<file path="config.mk">
export PLATFORM = sky130hd
export DESIGN_NAME = code_mem_arbiter
export DESIGN_NICKNAME = d
export VERILOG_FILES = /design/src/rtl/code_mem_arbiter.sv
export SDC_FILE = /design/constraint.sdc
export NUM_CORES = 1
export LEC_CHECK = 0
export ABC_CLOCK_PERIOD_IN_PS = 3300
export CAP_MARGIN = 20
export CORE_AREA = 4 4 100 102
export DETAILED_ROUTE_END_ITERATION = 8
export DIE_AREA = 0 0 104 106
export GPL_TIMING_DRIVEN = 0
export HOLD_SLACK_MARGIN = 0.12
export PLACE_DENSITY = 0.78
export RECOVER_POWER = 100
export SYNTH_ARGS = -nofsm -noshare
export SYNTH_HDL_FRONTEND = slang
export SYNTH_SLANG_ARGS = --single-unit
</file>
<file path="constraint.sdc">
create_clock -name clk_i -period 3.3 [get_ports clk_i]
set_input_delay 0.66 -clock clk_i [delete_from_list [all_inputs] [get_ports clk_i]]
set_output_delay 0.66 -clock clk_i [all_outputs]
set_load 0.01 [all_outputs]
</file>
<file path="src/rtl/code_mem_arbiter.sv">
// Round-robin arbiter sharing a single-port word memory between an instruction fetch port
// and a debug/loader port. Illegal addresses are granted but answered with an error response.
module code_mem_arbiter #(
  parameter int unsigned SIZE = 1024
) (
  input  logic        clk_i,
  input  logic        rst_i,
  input  logic        f_req_i,
  input  logic [31:0] f_addr_i,
  output logic        f_gnt_o,
  output logic        f_rvalid_o,
  output logic        f_err_o,
  output logic [31:0] f_inst_o,
  input  logic        d_req_i,
  input  logic        d_we_i,
  input  logic [31:0] d_addr_i,
  input  logic [31:0] d_wdata_i,
  output logic        d_gnt_o,
  output logic        d_ack_o,
  output logic        d_err_o,
  output logic [31:0] d_rdata_o,
  output logic        mem_en_o,
  output logic        mem_we_o,
  output logic [29:0] mem_addr_o,
  output logic [31:0] mem_wdata_o,
  input  logic [31:0] mem_rdata_i
);

  localparam logic [31:0] SizeBytes = 32'(SIZE);

  logic        f_legal_c;
  logic        d_legal_c;
  logic        sel_legal_c;
  logic [29:0] sel_word_c;
  logic [31:0] rsp_data_c;

  // rr_q = 1 means D was granted most recently, so F wins the next conflict
  logic rr_q, rr_d;
  logic rsp_valid_q, rsp_valid_d;
  logic rsp_d_q, rsp_d_d;
  logic rsp_err_q, rsp_err_d;
  logic rsp_rd_q, rsp_rd_d;

  assign f_legal_c = (f_addr_i[1:0] == 2'b00) && (f_addr_i < SizeBytes);
  assign d_legal_c = (d_addr_i[1:0] == 2'b00) && (d_addr_i < SizeBytes);

  // Grant selection; nothing is granted while reset is asserted
  always_comb begin
    f_gnt_o = 1'b0;
    d_gnt_o = 1'b0;
    if (!rst_i) begin
      if (f_req_i && (!d_req_i || rr_q)) begin
        f_gnt_o = 1'b1;
      end else if (d_req_i) begin
        d_gnt_o = 1'b1;
      end
    end
  end

  assign sel_legal_c = (f_gnt_o && f_legal_c) || (d_gnt_o && d_legal_c);
  assign sel_word_c  = f_gnt_o ? f_addr_i[31:2] : d_addr_i[31:2];

  assign mem_en_o    = sel_legal_c;
  assign mem_we_o    = d_gnt_o && d_legal_c && d_we_i;
  assign mem_addr_o  = sel_legal_c ? sel_word_c : 30'h0;
  assign mem_wdata_o = sel_legal_c ? d_wdata_i : 32'h0;

  // Response bookkeeping captured on every grant
  always_comb begin
    rr_d        = rr_q;
    rsp_valid_d = f_gnt_o || d_gnt_o;
    rsp_d_d     = rsp_d_q;
    rsp_err_d   = rsp_err_q;
    rsp_rd_d    = rsp_rd_q;
    if (f_gnt_o || d_gnt_o) begin
      rr_d      = d_gnt_o;
      rsp_d_d   = d_gnt_o;
      rsp_err_d = !sel_legal_c;
      rsp_rd_d  = f_gnt_o || !d_we_i;
    end
  end

  always_ff @(posedge clk_i or posedge rst_i) begin
    if (rst_i) begin
      rr_q        <= 1'b1;
      rsp_valid_q <= 1'b0;
      rsp_d_q     <= 1'b0;
      rsp_err_q   <= 1'b0;
      rsp_rd_q    <= 1'b0;
    end else begin
      rr_q        <= rr_d;
      rsp_valid_q <= rsp_valid_d;
      rsp_d_q     <= rsp_d_d;
      rsp_err_q   <= rsp_err_d;
      rsp_rd_q    <= rsp_rd_d;
    end
  end

  // Memory read data is already registered, so it is steered straight to the owner
  assign rsp_data_c = (rsp_valid_q && !rsp_err_q && rsp_rd_q) ? mem_rdata_i : 32'h0;

  assign f_rvalid_o = rsp_valid_q && !rsp_d_q;
  assign f_err_o    = f_rvalid_o && rsp_err_q;
  assign f_inst_o   = f_rvalid_o ? rsp_data_c : 32'h0;
  assign d_ack_o    = rsp_valid_q && rsp_d_q;
  assign d_err_o    = d_ack_o && rsp_err_q;
  assign d_rdata_o  = d_ack_o ? rsp_data_c : 32'h0;

endmodule

</file>
Yosys cells after proc, flatten, opt, wreduce, memory -nomap -nowiden
Cells that the tools add are included.
{"block": "totals", "regBits": 5, "input_bits": 133, "output_inout_bits": 134, "elab_cells": 41}
{"block": "classes", "order_cmp": 2, "mux": 11, "reduce_logical": 23}
{"operator": "two-way mux 32 bit", "n": 4}
{"operator": "< comparator 32 x 11 -> 1 bit (second input constant)", "n": 2}
{"operator": "two-way mux 30 bit", "n": 2}
{"operator": "logical AND 1 bit", "n": 12}
{"operator": "logical NOT 1 bit", "n": 5}
{"operator": "two-way mux 1 bit", "n": 5}
{"operator": "logical NOT 2 bit", "n": 2}
{"operator": "logical OR 1 bit", "n": 4}

Depth between registers and ports, before layout
{"block": "depth", "ltp_word": 8, "ltp_mapped": 5, "mapped_depth_nobuf": 4}

Worst setup path before layout
No wires, ideal clock.
{"block": "synth_path", "path_kind": "input port to output port", "from": "input f_addr_i[28]", "to": "output mem_addr_o[0]", "t_arrival_ps": 1700, "required_time_ps": 2640, "slack_ps": 940, "cell_stages": 5, "n_path_buf": 1, "cell_sequence": "nor4_1 > and4_1 > nand4_4 > buf_6 > a21oi_1"}
{"block": "synth_via", "elab_chain_len": 5}
{"element": "start: declaration", "line": "9", "text": "input logic [31:0] f_addr_i,"}
{"element": "< comparator 32 x 11 -> 1 bit", "line": "44", "text": "assign f_legal_c = (f_addr_i[1:0] == 2'b00) && (f_addr_i < SizeBytes);"}
{"element": "logical AND 1 bit", "line": "44"}
{"element": "logical AND 1 bit", "line": "60", "text": "assign sel_legal_c = (f_gnt_o && f_legal_c) || (d_gnt_o && d_legal_c);"}
{"element": "logical OR 1 bit", "line": "60"}
{"element": "two-way mux 30 bit", "line": "65", "text": "assign mem_addr_o = sel_legal_c ? sel_word_c : 30'h0;"}
{"element": "end: declaration", "line": "24", "text": "output logic [29:0] mem_addr_o,"}
No other way between the ends.

Worst setup path after layout
{"block": "layout_path", "from": "input f_addr_i[0]", "to": "output mem_wdata_o[30]"}
{"block": "layout_via", "elab_chain_len": 5, "word_cells_on_any_way": 6, "cone_classes": "order compare: 1; mux: 1; reduce/logical: 4"}
{"element": "< comparator 32 x 11 -> 1 bit / logical NOT 2 bit (equally long branches)", "line": "44"}
{"element": "logical AND 1 bit *", "line": "44"}
{"element": "logical AND 1 bit *", "line": "60"}
{"element": "logical OR 1 bit *", "line": "60"}
{"element": "two-way mux 32 bit *", "line": "66", "text": "assign mem_wdata_o = sel_legal_c ? d_wdata_i : 32'h0;"}
{"element": "end: declaration", "line": "25", "text": "output logic [31:0] mem_wdata_o,"}
Every way passes the cells marked *; elsewhere a longest branch is shown, timed or not.

==> flow_metrics.tcl <==
set metrics [dict create \
    skew_ns 0.00425 \
    top_layer_used "met4" \
    synth_cell_types 27 \
    syn_inst 196 \
    critPathCaptureType "primary output" \
    yosys_warnings 0 \
    routed-wl-met3_um 891 \
    post-route-period-util_pct 102 \
    ys_seq_area_share_pct 7.88 \
    drt_wl_total_um 8480 \
    clock_path_buffers 2 \
    syn_area_per_cell_um2 8.18 \
    dieArea_um2 11000 \
    cp.required_ns 2.64 \
    syn2layout_area_growth_pct 170 \
    drv_cap 0 \
    antenna_cells 0 \
    critPathKind "primary input to primary output" \
    ys_ff_latch 5 \
    fp.coreArea_um2 9110 \
    via_count 2365 \
    place_area_um2 4260 \
    num_rows 35 \
    cts.sink_count 5 \
    grt_pass1_wl_um 12200 \
    synth_top_cell_by_area "and2_1" \
    min_path_type "register to register" \
    slew_violations 0 \
    hold_viol 0 \
    grt_pass1_vias 2401 \
    start_kind "primary input" \
    met1_length_um 2760 \
    finalSetupViolCount 20 \
    vdd_drop_max_uv 70.4 \
    dp_hpwl_um 7750 \
    die-width_um 104 \
    drive_gt1_share_pct 19.5 \
    viasPerCell 4.06 \
    synth_fa_ha_area_share_pct 0 \
    p_leak_nw 1.98 \
    violations "negative setup slack" \
    synth_mux_area_share_pct 5.00 \
    cts.clk_slew.worst_paths_ns 0.04 \
    nNetsFinal 606 \
    period_minus_slack_ns 3.37 \
    antenna_found_initial 0 \
    synth_compound_area_share_pct 27.6 \
    first_iter_violations 15 \
    antenna_left 0 \
    status "finished with violations" \
    setup_tns_ns -0.798 \
    layout_commonest_cell "clkdlybuf4s50_1" \
    htree_levels 1 \
    numCtsBuffers 3 \
    firstDrtPassIters 3 \
    synth_area_um2 1600 \
    routed-wl-met2_um 4630 \
    drc_errors 0 \
    wl_per_cell_um 14.5 \
    cp.arrival_ns 2.71 \
    chipHeight_um 106 \
    synth_top_family_by_area "simple AND/OR/NAND/NOR gates" \
    grt_setup_unrepaired "true" \
    ys_top_cells_by_area "and2_1 26%, a21boi_2 22%, buf_4 10%" \
    stdcell_area_um2 4320 \
    grt_overflow 0 \
    cts_root_buf "clkbuf_8" \
    cts_tree "built" \
    grt_max_degree 11 \
    yosys.area_share.simple_pct 41.0 \
    crit_fanout 10 \
    power_density_nw_per_um2 120 \
    yosysTopAreaCellShare_pct 25.8 \
    insertion_delay_ns 0.23 \
    grt_usage_pct 13.9 \
    final_util_pct 47.4 \
    synthXorXnorAreaFrac_pct 0 \
    fmax_mhz 296 \
    place_congestion 0.792 \
    layout_setup_ws_ns -0.0733 \
    whs_ns 0.524 \
    final_cell_mix "170 x clkdlybuf4s50_1, 50 x dlygate4sd3_1, 47 x and2_1" \
    portBuffers 244 \
    ioPinCount 267 \
    start_util_pct 17.6 \
]
-- routing by layer --
metal | vias to the layer above | GRT usage [%]
li1 | 1177 | -
met1 | 1010 | 12.7
met2 | 166 | 28.5
met3 | 12 | 4.07
met4 | 0 | 5.03
met5 | - | 0
-- worst paths after layout --
path	from	to	slack, ns	cells after the start
min in group asynchronous	rst_i	rsp_d_q	0.74	2
hold reg to reg	rr_q	rr_q	0.52	2
max in group asynchronous	rst_i	rr_q	2.32	2
setup reg to reg	rr_q	rsp_err_q	1.71	5
setup / recovery	f_addr_i[0]	mem_wdata_o[30]	-0.07	7
hold / removal	rr_q	rr_q	0.52	2
-- power by group --
part / internal [mW] / switching [mW] / total (mW)
Combinational: 0.221 / 0.0988 / 0.320
Clock: 0.0834 / 0.0351 / 0.118
Sequential: 0.0717 / 0.00917 / 0.0809
-- worst max-delay path, cell delays in order --
cell	delay, ns
clkdlybuf4s50_1	0.43
nor4_1	0.25
and4_1	0.26
nand4_4	0.18
buf_6	0.21
a21boi_2	0.16
clkdlybuf4s50_1	0.56
-- cells by family after synthesis --
group	Yosys count
mux	8
compound gates	46
flops	5
buf+inv	40
other cells	1
simple gates	96
-- synth_stat cells --
cell type	count
a31o_2	1
nand2_1	2
nor2_1	4
dfstp_2	1
a21oi_1	8
o21ai_0	2
nor4_2	5
mux2i_1	8
dfrtp_1	4
and3b_1	2
buf_2	1
a211o_1	1
and4_1	2
a21oi_2	2
buf_4	22
a21boi_2	31
conb_1	1
buf_6	8
nor2b_1	2
nor4_1	7
nand2b_1	3
and2_1	66
a21boi_0	1
nand4_4	2
clkbuf_1	6
inv_1	3
and3_1	1
-- timing repair --
item	CTS	global route
buffers inserted	4	3
setup endpoints to repair	42	33
hold endpoints to repair	0	0
pin swaps	0	4
hold buffers	0	0
resized for setup	17	42
-- layout make-up --
| type | count | area, um2 |
|---|---|---|
| buffer | 37 | 283 |
| sequential | 5 | 126 |
| tap | 111 | 139 |
| fill | 882 | 4790 |
| clock buffer | 4 | 45.0 |
| multi-input combinational | 172 | 1270 |
| timing repair buffer | 251 | 2440 |
| inverter | 3 | 11.3 |
-- through the flow --
step | setup WS, ns | std cells | total power [mW]
final | -0.0733 | 583 | 0.519
after global routing | -0.185 | 583 | 0.550
after CTS | -0.167 | 580 | 0.527
after detailed placement | -0.176 | 572 | 0.407
after global placement | -0.176 | 572 | 0.401
after floorplan | 0.940 | 217 | 0.181
-- sequential cells by signal, indices dropped and copies added, names as in the netlist --
name and flops:
rr_q 1, rsp_err_q 1, rsp_rd_q 1, rsp_d_q 1, rsp_valid_q 1
(Power assumes the default switching activity.)
